## config.mk

```make
export PLATFORM = sky130hd
export DESIGN_NAME = fetch_decode_ctl
export DESIGN_NICKNAME = d
export VERILOG_FILES = /design/src/rtl/fetch_decode_ctl.sv
export SDC_FILE = /design/constraint.sdc
export NUM_CORES = 1
export LEC_CHECK = 0
export ABC_AREA = 1
export CORE_MARGIN = 1.5
export CORE_UTILIZATION = 25
export DETAILED_ROUTE_END_ITERATION = 10
export PLACE_DENSITY = 0.51
export SYNTH_ARGS = -nofsm -noshare
export SYNTH_HDL_FRONTEND = slang
export SYNTH_SLANG_ARGS = --single-unit
```

## constraint.sdc

```tcl
create_clock -name clk -period 3.9 [get_ports clk]
set_input_delay 0.78 -clock clk [delete_from_list [all_inputs] [get_ports clk]]
set_output_delay 0.78 -clock clk [all_outputs]
set_load 0.05 [all_outputs]
```

## src/rtl/fetch_decode_ctl.sv

```systemverilog
// ---------------------------------------------------------------------------
// fetch_decode_ctl
//
// Multi-cycle control unit for a small MIPS-like core. It fetches one
// instruction word at a time over a simple req/ack instruction-memory port,
// decodes it, and sequences the datapath through EXEC, MEM and WB. It also
// owns the program counter.
//
// Supported opcodes (IR[31:26]):
//   000000 R-type   100011 lw   101011 sw   001000 addi   000100 beq
//   000010 j
// Any other opcode parks the unit in TRAP. TRAP raises the sticky 'illegal'
// flag and is left only through reset.
//
// Ports
//   clk, rst_n         clock; asynchronous active-low reset
//   imem_req/addr      fetch request, address = current pc
//   imem_ack/rdata     fetch completion; rdata valid with ack
//   Zero               ALU zero flag, used by beq in EXEC
//   rs, rt, rd         register fields of the instruction register
//   SEin, FuncCode     immediate field and function code of the IR
//   Regsel             write-register select (1 = rd)
//   ALUsel             ALU B operand select (1 = sign-extended immediate)
//   MemToRegSel        writeback select (1 = memory data)
//   ALUOp              00 add, 01 sub, 10 function code
//   MemRead, MemWrite  data-memory strobes, one cycle in MEM
//   RegWrite           register-file write strobe, one cycle in WB
//   pc                 current program counter
//   illegal            sticky unsupported-opcode flag
// ---------------------------------------------------------------------------
module fetch_decode_ctl #(
    parameter logic [31:0] RESET_PC = 32'h0000_0000
) (
    input  logic        clk,
    input  logic        rst_n,
    output logic        imem_req,
    output logic [31:0] imem_addr,
    input  logic        imem_ack,
    input  logic [31:0] imem_rdata,
    input  logic        Zero,
    output logic [4:0]  rs,
    output logic [4:0]  rt,
    output logic [4:0]  rd,
    output logic [15:0] SEin,
    output logic [3:0]  FuncCode,
    output logic        Regsel,
    output logic        ALUsel,
    output logic        MemToRegSel,
    output logic [1:0]  ALUOp,
    output logic        MemRead,
    output logic        MemWrite,
    output logic        RegWrite,
    output logic [31:0] pc,
    output logic        illegal
);

    // Opcodes
    localparam logic [5:0] OP_RTYPE = 6'b000000;
    localparam logic [5:0] OP_LW    = 6'b100011;
    localparam logic [5:0] OP_SW    = 6'b101011;
    localparam logic [5:0] OP_ADDI  = 6'b001000;
    localparam logic [5:0] OP_BEQ   = 6'b000100;
    localparam logic [5:0] OP_J     = 6'b000010;

    // ALU operation codes
    localparam logic [1:0] ALU_ADD  = 2'b00;
    localparam logic [1:0] ALU_SUB  = 2'b01;
    localparam logic [1:0] ALU_FUNC = 2'b10;

    typedef enum logic [2:0] {
        S_FETCH  = 3'd0,
        S_DECODE = 3'd1,
        S_EXEC   = 3'd2,
        S_MEM    = 3'd3,
        S_WB     = 3'd4,
        S_TRAP   = 3'd5
    } state_t;

    typedef enum logic [2:0] {
        C_RTYPE = 3'd0,
        C_LW    = 3'd1,
        C_SW    = 3'd2,
        C_ADDI  = 3'd3,
        C_BEQ   = 3'd4,
        C_J     = 3'd5,
        C_ILL   = 3'd6
    } iclass_t;

    state_t      state_q, state_d;
    logic [31:0] pc_q,    pc_d;
    logic [31:0] ir_q,    ir_d;
    logic        illegal_q, illegal_d;
    iclass_t     iclass;

    // Map the opcode field to an instruction class.
    function automatic iclass_t classify(input logic [5:0] op);
        iclass_t c;
        case (op)
            OP_RTYPE: c = C_RTYPE;
            OP_LW:    c = C_LW;
            OP_SW:    c = C_SW;
            OP_ADDI:  c = C_ADDI;
            OP_BEQ:   c = C_BEQ;
            OP_J:     c = C_J;
            default:  c = C_ILL;
        endcase
        return c;
    endfunction

    // Branch target: pc already points past the branch, so the word offset
    // is relative to pc+4 of the branch. The sum wraps modulo 2^32.
    function automatic logic [31:0] branch_target(input logic [31:0] cur_pc,
                                                  input logic [15:0] imm);
        logic signed [31:0] byte_off;
        byte_off = {{14{imm[15]}}, imm, 2'b00};
        return cur_pc + byte_off;
    endfunction

    // Jump target keeps the current 256 MB region.
    function automatic logic [31:0] jump_target(input logic [31:0] cur_pc,
                                                input logic [25:0] idx);
        return {cur_pc[31:28], idx, 2'b00};
    endfunction

    assign iclass = classify(ir_q[31:26]);

    // State and architectural registers
    always_ff @(posedge clk or negedge rst_n) begin
        if (!rst_n) begin
            state_q   <= S_FETCH;
            pc_q      <= RESET_PC;
            ir_q      <= 32'h0000_0000;
            illegal_q <= 1'b0;
        end else begin
            state_q   <= state_d;
            pc_q      <= pc_d;
            ir_q      <= ir_d;
            illegal_q <= illegal_d;
        end
    end

    // Next-state logic
    always_comb begin
        state_d   = state_q;
        pc_d      = pc_q;
        ir_d      = ir_q;
        illegal_d = illegal_q;

        case (state_q)
            S_FETCH: begin
                if (imem_ack) begin
                    ir_d    = imem_rdata;
                    pc_d    = pc_q + 32'd4;
                    state_d = S_DECODE;
                end
            end

            S_DECODE: begin
                case (classify(ir_q[31:26]))
                    C_J: begin
                        pc_d    = jump_target(pc_q, ir_q[25:0]);
                        state_d = S_FETCH;
                    end
                    C_ILL: begin
                        illegal_d = 1'b1;
                        state_d   = S_TRAP;
                    end
                    default: state_d = S_EXEC;
                endcase
            end

            S_EXEC: begin
                case (iclass)
                    C_LW, C_SW: state_d = S_MEM;
                    C_BEQ: begin
                        if (Zero) begin
                            pc_d = branch_target(pc_q, ir_q[15:0]);
                        end
                        state_d = S_FETCH;
                    end
                    default: state_d = S_WB;
                endcase
            end

            S_MEM: begin
                if (iclass == C_LW) begin
                    state_d = S_WB;
                end else begin
                    state_d = S_FETCH;
                end
            end

            S_WB: state_d = S_FETCH;

            // Terminal until reset; pc and IR stay frozen.
            S_TRAP: state_d = S_TRAP;

            default: state_d = S_FETCH;
        endcase
    end

    // Outputs. Request and strobes are also gated by rst_n so they drop the
    // moment reset asserts, independent of the flop clear-to-output delay,
    // and so the request stays low for the whole reset interval.
    always_comb begin
        imem_req    = 1'b0;
        MemRead     = 1'b0;
        MemWrite    = 1'b0;
        RegWrite    = 1'b0;
        Regsel      = 1'b0;
        ALUsel      = 1'b0;
        MemToRegSel = 1'b0;
        ALUOp       = ALU_ADD;

        if (rst_n) begin
            imem_req = (state_q == S_FETCH);
            MemRead  = (state_q == S_MEM) && (iclass == C_LW);
            MemWrite = (state_q == S_MEM) && (iclass == C_SW);
            RegWrite = (state_q == S_WB);
        end

        // Selects follow the IR; they are meaningful from DECODE until the
        // instruction retires.
        case (iclass)
            C_RTYPE: begin
                Regsel = 1'b1;
                ALUOp  = ALU_FUNC;
            end
            C_LW: begin
                ALUsel      = 1'b1;
                MemToRegSel = 1'b1;
            end
            C_ADDI: ALUsel = 1'b1;
            C_SW:   ALUsel = 1'b1;
            C_BEQ:  ALUOp  = ALU_SUB;
            default: ;
        endcase
    end

    assign imem_addr = pc_q;
    assign pc        = pc_q;
    assign illegal   = illegal_q;
    assign rs        = ir_q[25:21];
    assign rt        = ir_q[20:16];
    assign rd        = ir_q[15:11];
    assign SEin      = ir_q[15:0];
    assign FuncCode  = ir_q[3:0];

endmodule

```

* Yosys cells after proc, flatten, opt, wreduce, memory -nomap -nowiden
Cells that the tools add are included.
Storage, ports and cells: output and inout bits 109, register bits 68, word-level logic and storage cells 61, memories kept 0, RAM bits 0, bits in latches 0, memory bits (read-only) 0, bits of input ports 36
Operators by class: $mul 0, equality and inequality tests 20, bitwise logic cells 1, reductions and logical operators 13, $add $sub $neg 2, divide/modulo/power cells 0, magnitude comparators 0, multiplexer cells 20, shift-type cells 0
Operators by type and width (number):
- two-way mux 32 bit | 3
- case mux 32 bit (3 select lines) | 1
- adder 32 x 3 -> 32 bit, second input constant | 1
- adder 32 bit | 1
- two-way mux 28 bit | 1
- case mux 3 bit (6 select lines) | 1
- == test 3 bit, second input constant | 5
- case mux 3 bit (5 select lines) | 1
- == test 3 x 2 -> 1 bit, second input constant | 4
- == test 6 bit, second input constant | 2
- case mux 3 bit (2 select lines) | 2
- AND reduction 5 bit | 2
- two-way mux 3 bit | 3
- inequality test 2 bit, second input constant | 4
- two-way mux 1 bit | 7
- == test 3 x 1 -> 1 bit, second input constant | 2
- == test 6 x 2 -> 1 bit, second input constant | 1
- == test 6 x 3 -> 1 bit, second input constant | 1
- == test 6 x 4 -> 1 bit, second input constant | 1
- logical NOT 3 bit | 2
- logical NOT 6 bit | 1
- case mux 2 bit (2 select lines) | 1
- AND reduction 2 bit | 2
- nonzero test 3 bit | 1
- 5 further kinds | 6

* Longest topological paths before layout
depth in word-level cells 6, gate-level depth with buffers 18, depth with buffers taken out 18

* Worst setup path after synthesis
Ideal clock, no wire load.
path kind in2out, from in rst_n, to out RegWrite, data required time 3.120 ns, data arrival time 2.258 ns, stages 2, setup slack 0.862 ns, cells stage by stage inv_1 > nor4_1
On the way: word-level cells in the longest chain between the ends 1
Ends and longest elaborated chain:
- start: declaration | line 35 | input logic rst_n,
- two-way mux 1 bit | line 215 | if (rst_n) begin
- end: declaration | line 52 | output logic RegWrite,
Every way passes these cells.

* Final worst setup path
from reg ir_q[27], to out ALUsel
On the way: word-level cells in the longest chain between the ends 5
Ends and longest elaborated chain:
- start: declaration | line 91 | logic [31:0] ir_q, ir_d;
- start signal: assignment | line 137 | ir_q <= ir_d;
- == test 6 x 2 -> 1 bit (tied with other cells) | line 98 | case (op)
- case mux 3 bit (6 select lines) (*) | line 98
- == test 3 x 1 -> 1 bit or == test 3 x 2 -> 1 bit (tied branches) | line 224 | case (iclass)
- OR reduction 3 bit (no line) (*)
- two-way mux 1 bit (*) | line 224
- end: declaration | line 47 | output logic ALUsel,
Mark *: on every way between the ends. The rest lies on a longest branch, timed or not.

==> flow_metrics.py <==
metrics = {
    "outcome": {
        "status": "finished, final reports clean",
    },
    "cts": {
        "ctsRootBufferMaster": "sky130_fd_sc_hd__clkbuf_16",
        "post_cts_buffers": 0,
        "tritoncts_clock_tree": "built",
        "clkSinkCount": 66,
        "cts-buffers-inserted": 9,
        "h-tree-depth": 3,
        "cts_max_path_buffers": 2,
        "hold_buffers": 0,
        "path_clk_slew_ns": 0.06,
        "worstSkewPairLatency_ns": 0.35,
        "post_cts_resize_count": 0,
    },
    "hold_path": {
        "hold_path_class": "register to register",
        "startpoint_of_the_tightest_hold_check_path": "illegal$_DFFE_PN0P_",
        "hold_path_end": "illegal$_DFFE_PN0P_",
        "hold_depth": 1,
    },
    "final_layout": {
        "layout.nets": 1056,
        "num_antenna_cells": 0,
        "mostFrequentLayoutCell": "sky130_fd_sc_hd__nand2_1",
        "most_frequent_cells_in_the_layout": "sky130_fd_sc_hd__nand2_1 (331), sky130_fd_sc_hd__clkdlybuf4s50_1 (139), sky130_fd_sc_hd__inv_1 (131)",
        "finalInstanceArea_um2": 7200,
        "drive_above_1_share_pct": 4.12,
        "area_growth_pct": 25.3,
    },
    "setup_path": {
        "capturing_element_type_of_the_critical_path": "output port",
        "terminus_of_the_critical_flop_to_flop_path": "imem_addr[12]$_DFFE_PN0P_",
        "reg2reg_slack_ns": 0.97,
        "setup.worst_path.start": "ir_q[27]$_DFFE_PN0P_",
        "cp.required_ns": 3.12,
        "crit-reg2reg-launch": "state_q[0]$_DFFE_PN0P_",
        "worstSetupPathType": "register to output port",
        "timing.critical_path.arrival_ns": 2.24,
        "critical_path.startpoint_type": "register",
        "ff2ff_path_depth": 17,
        "cp_max_fo": 4,
    },
    "yosys": {
        "synth-warning-count": 0,
        "seq_area_frac_synth_pct": 28.7,
        "avgSynthCellArea_um2": 6.26,
        "synth-seq-cells": 66,
        "synthDistinctLibCells": 36,
        "post_synth_inst_count": 918,
        "cell_area_synth_um2": 5750,
    },
    "timing": {
        "number_of_pins_with_negative_max_slew_slack_in_the_final_report": 0,
        "min_period_ns": 3.02,
        "hold_ws_ns": 0.480,
        "fin_clk_skew_ns": 0.00795,
        "fmax_ghz": 0.331,
        "fin_crit_sh_pct": 77.4,
        "hold_viol": 0,
        "setup_violations": 0,
        "final.setup.tns_ns": 0,
        "worst_pin_slew_ns": 0.911,
        "slew_headroom_pct": 39.3,
        "finalWorstSetupSlack_ns": 0.880,
        "grt_setup_unrepaired": "no",
    },
    "drt": {
        "initialDrtViolationCount": 312,
        "dr_total_vias": 5476,
        "detail_route.wl_per_cell_um": 14.0,
        "wl_um": 17900,
        "antenna_violating_nets_post_route": 0,
        "drc_errors": 0,
        "detail_route.first_pass.iterations": 5,
        "routed_via_density": 4.28,
    },
    "placement": {
        "dp_hpwl_um": 14000,
        "dp_worst_setup_slack_ns": 0.905,
        "place_area_um2": 6920,
        "placement.io_buffers": 140,
        "gp_congestion": 0.894,
    },
    "global_routing": {
        "grt_usage_pct": 15.5,
        "pin_count_of_the_biggest_net_entering_global_routing": 67,
        "number_of_global_route_vias_before_repair": 5397,
        "grt_antenna_before_repair": 0,
        "first_pass_grt_wire_length_um": 28600,
        "overflow": 0,
    },
    "floorplan": {
        "placeableCoreArea_um2": 22600,
        "io_pins": 145,
        "design.die.area_um2": 23900,
        "floorplan.initialDensity_pct": 25.5,
        "die_width_um": 155,
        "std_cell_rows": 55,
        "die_y_um": 155,
    },
    "power_and_ir_drop": {
        "post-layout-total-power_mw": 6.41,
        "leakagePower_nw": 3.67,
        "vdd_drop_max_mv": 0.560,
        "power_density_nw_per_um2": 890,
    },
    "job": {
        "max-cap-violations": 0,
    },
}
==> flip-flops by register name, indices dropped and copies added, names as in the netlist <==
signal     flops
imem_addr     30
ir_q          32
illegal        1
state_q        3
==> synth_stat cells <==
cell type	n	area share, %
sky130_fd_sc_hd__a21oi_1	28	2.4
sky130_fd_sc_hd__a31o_2	1	0.15
sky130_fd_sc_hd__a31oi_1	9	0.98
sky130_fd_sc_hd__and2_1	3	0.33
sky130_fd_sc_hd__and3_1	1	0.11
sky130_fd_sc_hd__buf_2	3	0.26
sky130_fd_sc_hd__buf_4	74	9.7
sky130_fd_sc_hd__buf_6	3	0.59
sky130_fd_sc_hd__clkbuf_1	7	0.46
sky130_fd_sc_hd__conb_1	1	0.065
sky130_fd_sc_hd__dfrtp_1	66	29
sky130_fd_sc_hd__fa_1	1	0.35
sky130_fd_sc_hd__ha_1	29	6.3
sky130_fd_sc_hd__inv_1	131	8.6
sky130_fd_sc_hd__inv_2	5	0.33
sky130_fd_sc_hd__nand2_1	331	22
sky130_fd_sc_hd__nand2_2	4	0.44
sky130_fd_sc_hd__nand3_1	48	4.2
sky130_fd_sc_hd__nand3_2	1	0.17
sky130_fd_sc_hd__nand3b_1	5	0.65
sky130_fd_sc_hd__nand4_1	7	0.76
sky130_fd_sc_hd__nor2_1	92	6.0
sky130_fd_sc_hd__nor2_2	1	0.11
sky130_fd_sc_hd__nor2_4	2	0.39
sky130_fd_sc_hd__nor3_1	7	0.61
sky130_fd_sc_hd__nor3_4	1	0.28
sky130_fd_sc_hd__nor4_1	1	0.11
sky130_fd_sc_hd__o211ai_1	1	0.13
sky130_fd_sc_hd__o21ai_0	38	3.3
sky130_fd_sc_hd__o21ai_1	4	0.35
sky130_fd_sc_hd__o21ai_2	1	0.15
sky130_fd_sc_hd__o21bai_1	2	0.26
sky130_fd_sc_hd__o22ai_1	3	0.33
sky130_fd_sc_hd__or2_2	4	0.44
sky130_fd_sc_hd__or3_1	1	0.11
sky130_fd_sc_hd__xor2_1	2	0.30
==> worst max-delay path by stage <==
stage	to	slack, ns	cells after the start
2_1_floorplan	RegWrite	0.86	2
3_3_place_gp	imem_addr[13]$_DFFE_PN0P_	0.96	7
3_5_place_dp	imem_addr[3]$_DFFE_PN0P_	0.90	7
4_1_cts	ALUsel	0.83	7
5_1_grt	imem_addr[20]$_DFFE_PN0P_	0.64	19
6_report	ALUsel	0.88	7
==> where the power goes <==
part / switching [mW] / total (mW) / leakage, nW / internal, mW
sequential: 0.322 / 1.32 / 0.816 / 0.998
combinational: 2.97 / 4.28 / 2.70 / 1.32
clock: 0.318 / 0.806 / 0.145 / 0.487
==> metrics by stage <==
| step | std cells | utilization [%] |
|---|---|---|
| 3_3_place_gp | 1264 | 30.7 |
| 2_1_floorplan | 921 | - |
| 3_5_place_dp | 1264 | 30.7 |
| 4_1_cts | 1279 | 31.9 |
| 5_1_grt | 1279 | 31.9 |
| 6_report | 1279 | 31.9 |
==> metal layers <==
metal  global-route usage [%]  vias to the layer above  part of all wire [%]
met3                     3.17                       14                   4.7
li1                         -                     2907                     -
met4                     3.75                        0                  0.98
met2                     24.9                      129                    44
met1                     21.1                     2426                    51
met5                        0                        -                     0
==> area by class of cell <==
cell class / count / area, um^2
multi-input combinational: 632 / 2970
sequential: 66 / 1650
clock inverter: 6 / 58.8
clock buffer: 9 / 225
fill: 2531 / 15400
tap: 285 / 357
inverter: 136 / 510
timing repair buffer: 145 / 1430
==> critical path, cell delays in order (launching register included) <==
cell and delay, ns:
sky130_fd_sc_hd__dfrtp_1 0.39, sky130_fd_sc_hd__nand2_1 0.09, sky130_fd_sc_hd__nor3_1 0.21, sky130_fd_sc_hd__nand2_1 0.14
sky130_fd_sc_hd__nand2_1 0.10, sky130_fd_sc_hd__inv_1 0.05, sky130_fd_sc_hd__o21ai_0 0.08, sky130_fd_sc_hd__clkdlybuf4s50_1 0.84
==> kinds of logic after synthesis <==
family          after synthesis  synth area share (%)
fa+ha+maj                    30                  6.66
simple gates                509                  36.3
xor+xnor                      2                 0.305
other cells                   1                0.0652
flops                        66                  28.7
buf+inv                     223                  19.8
compound gates               87                  8.10
Note: power is estimated with default switching activity, not from simulation.
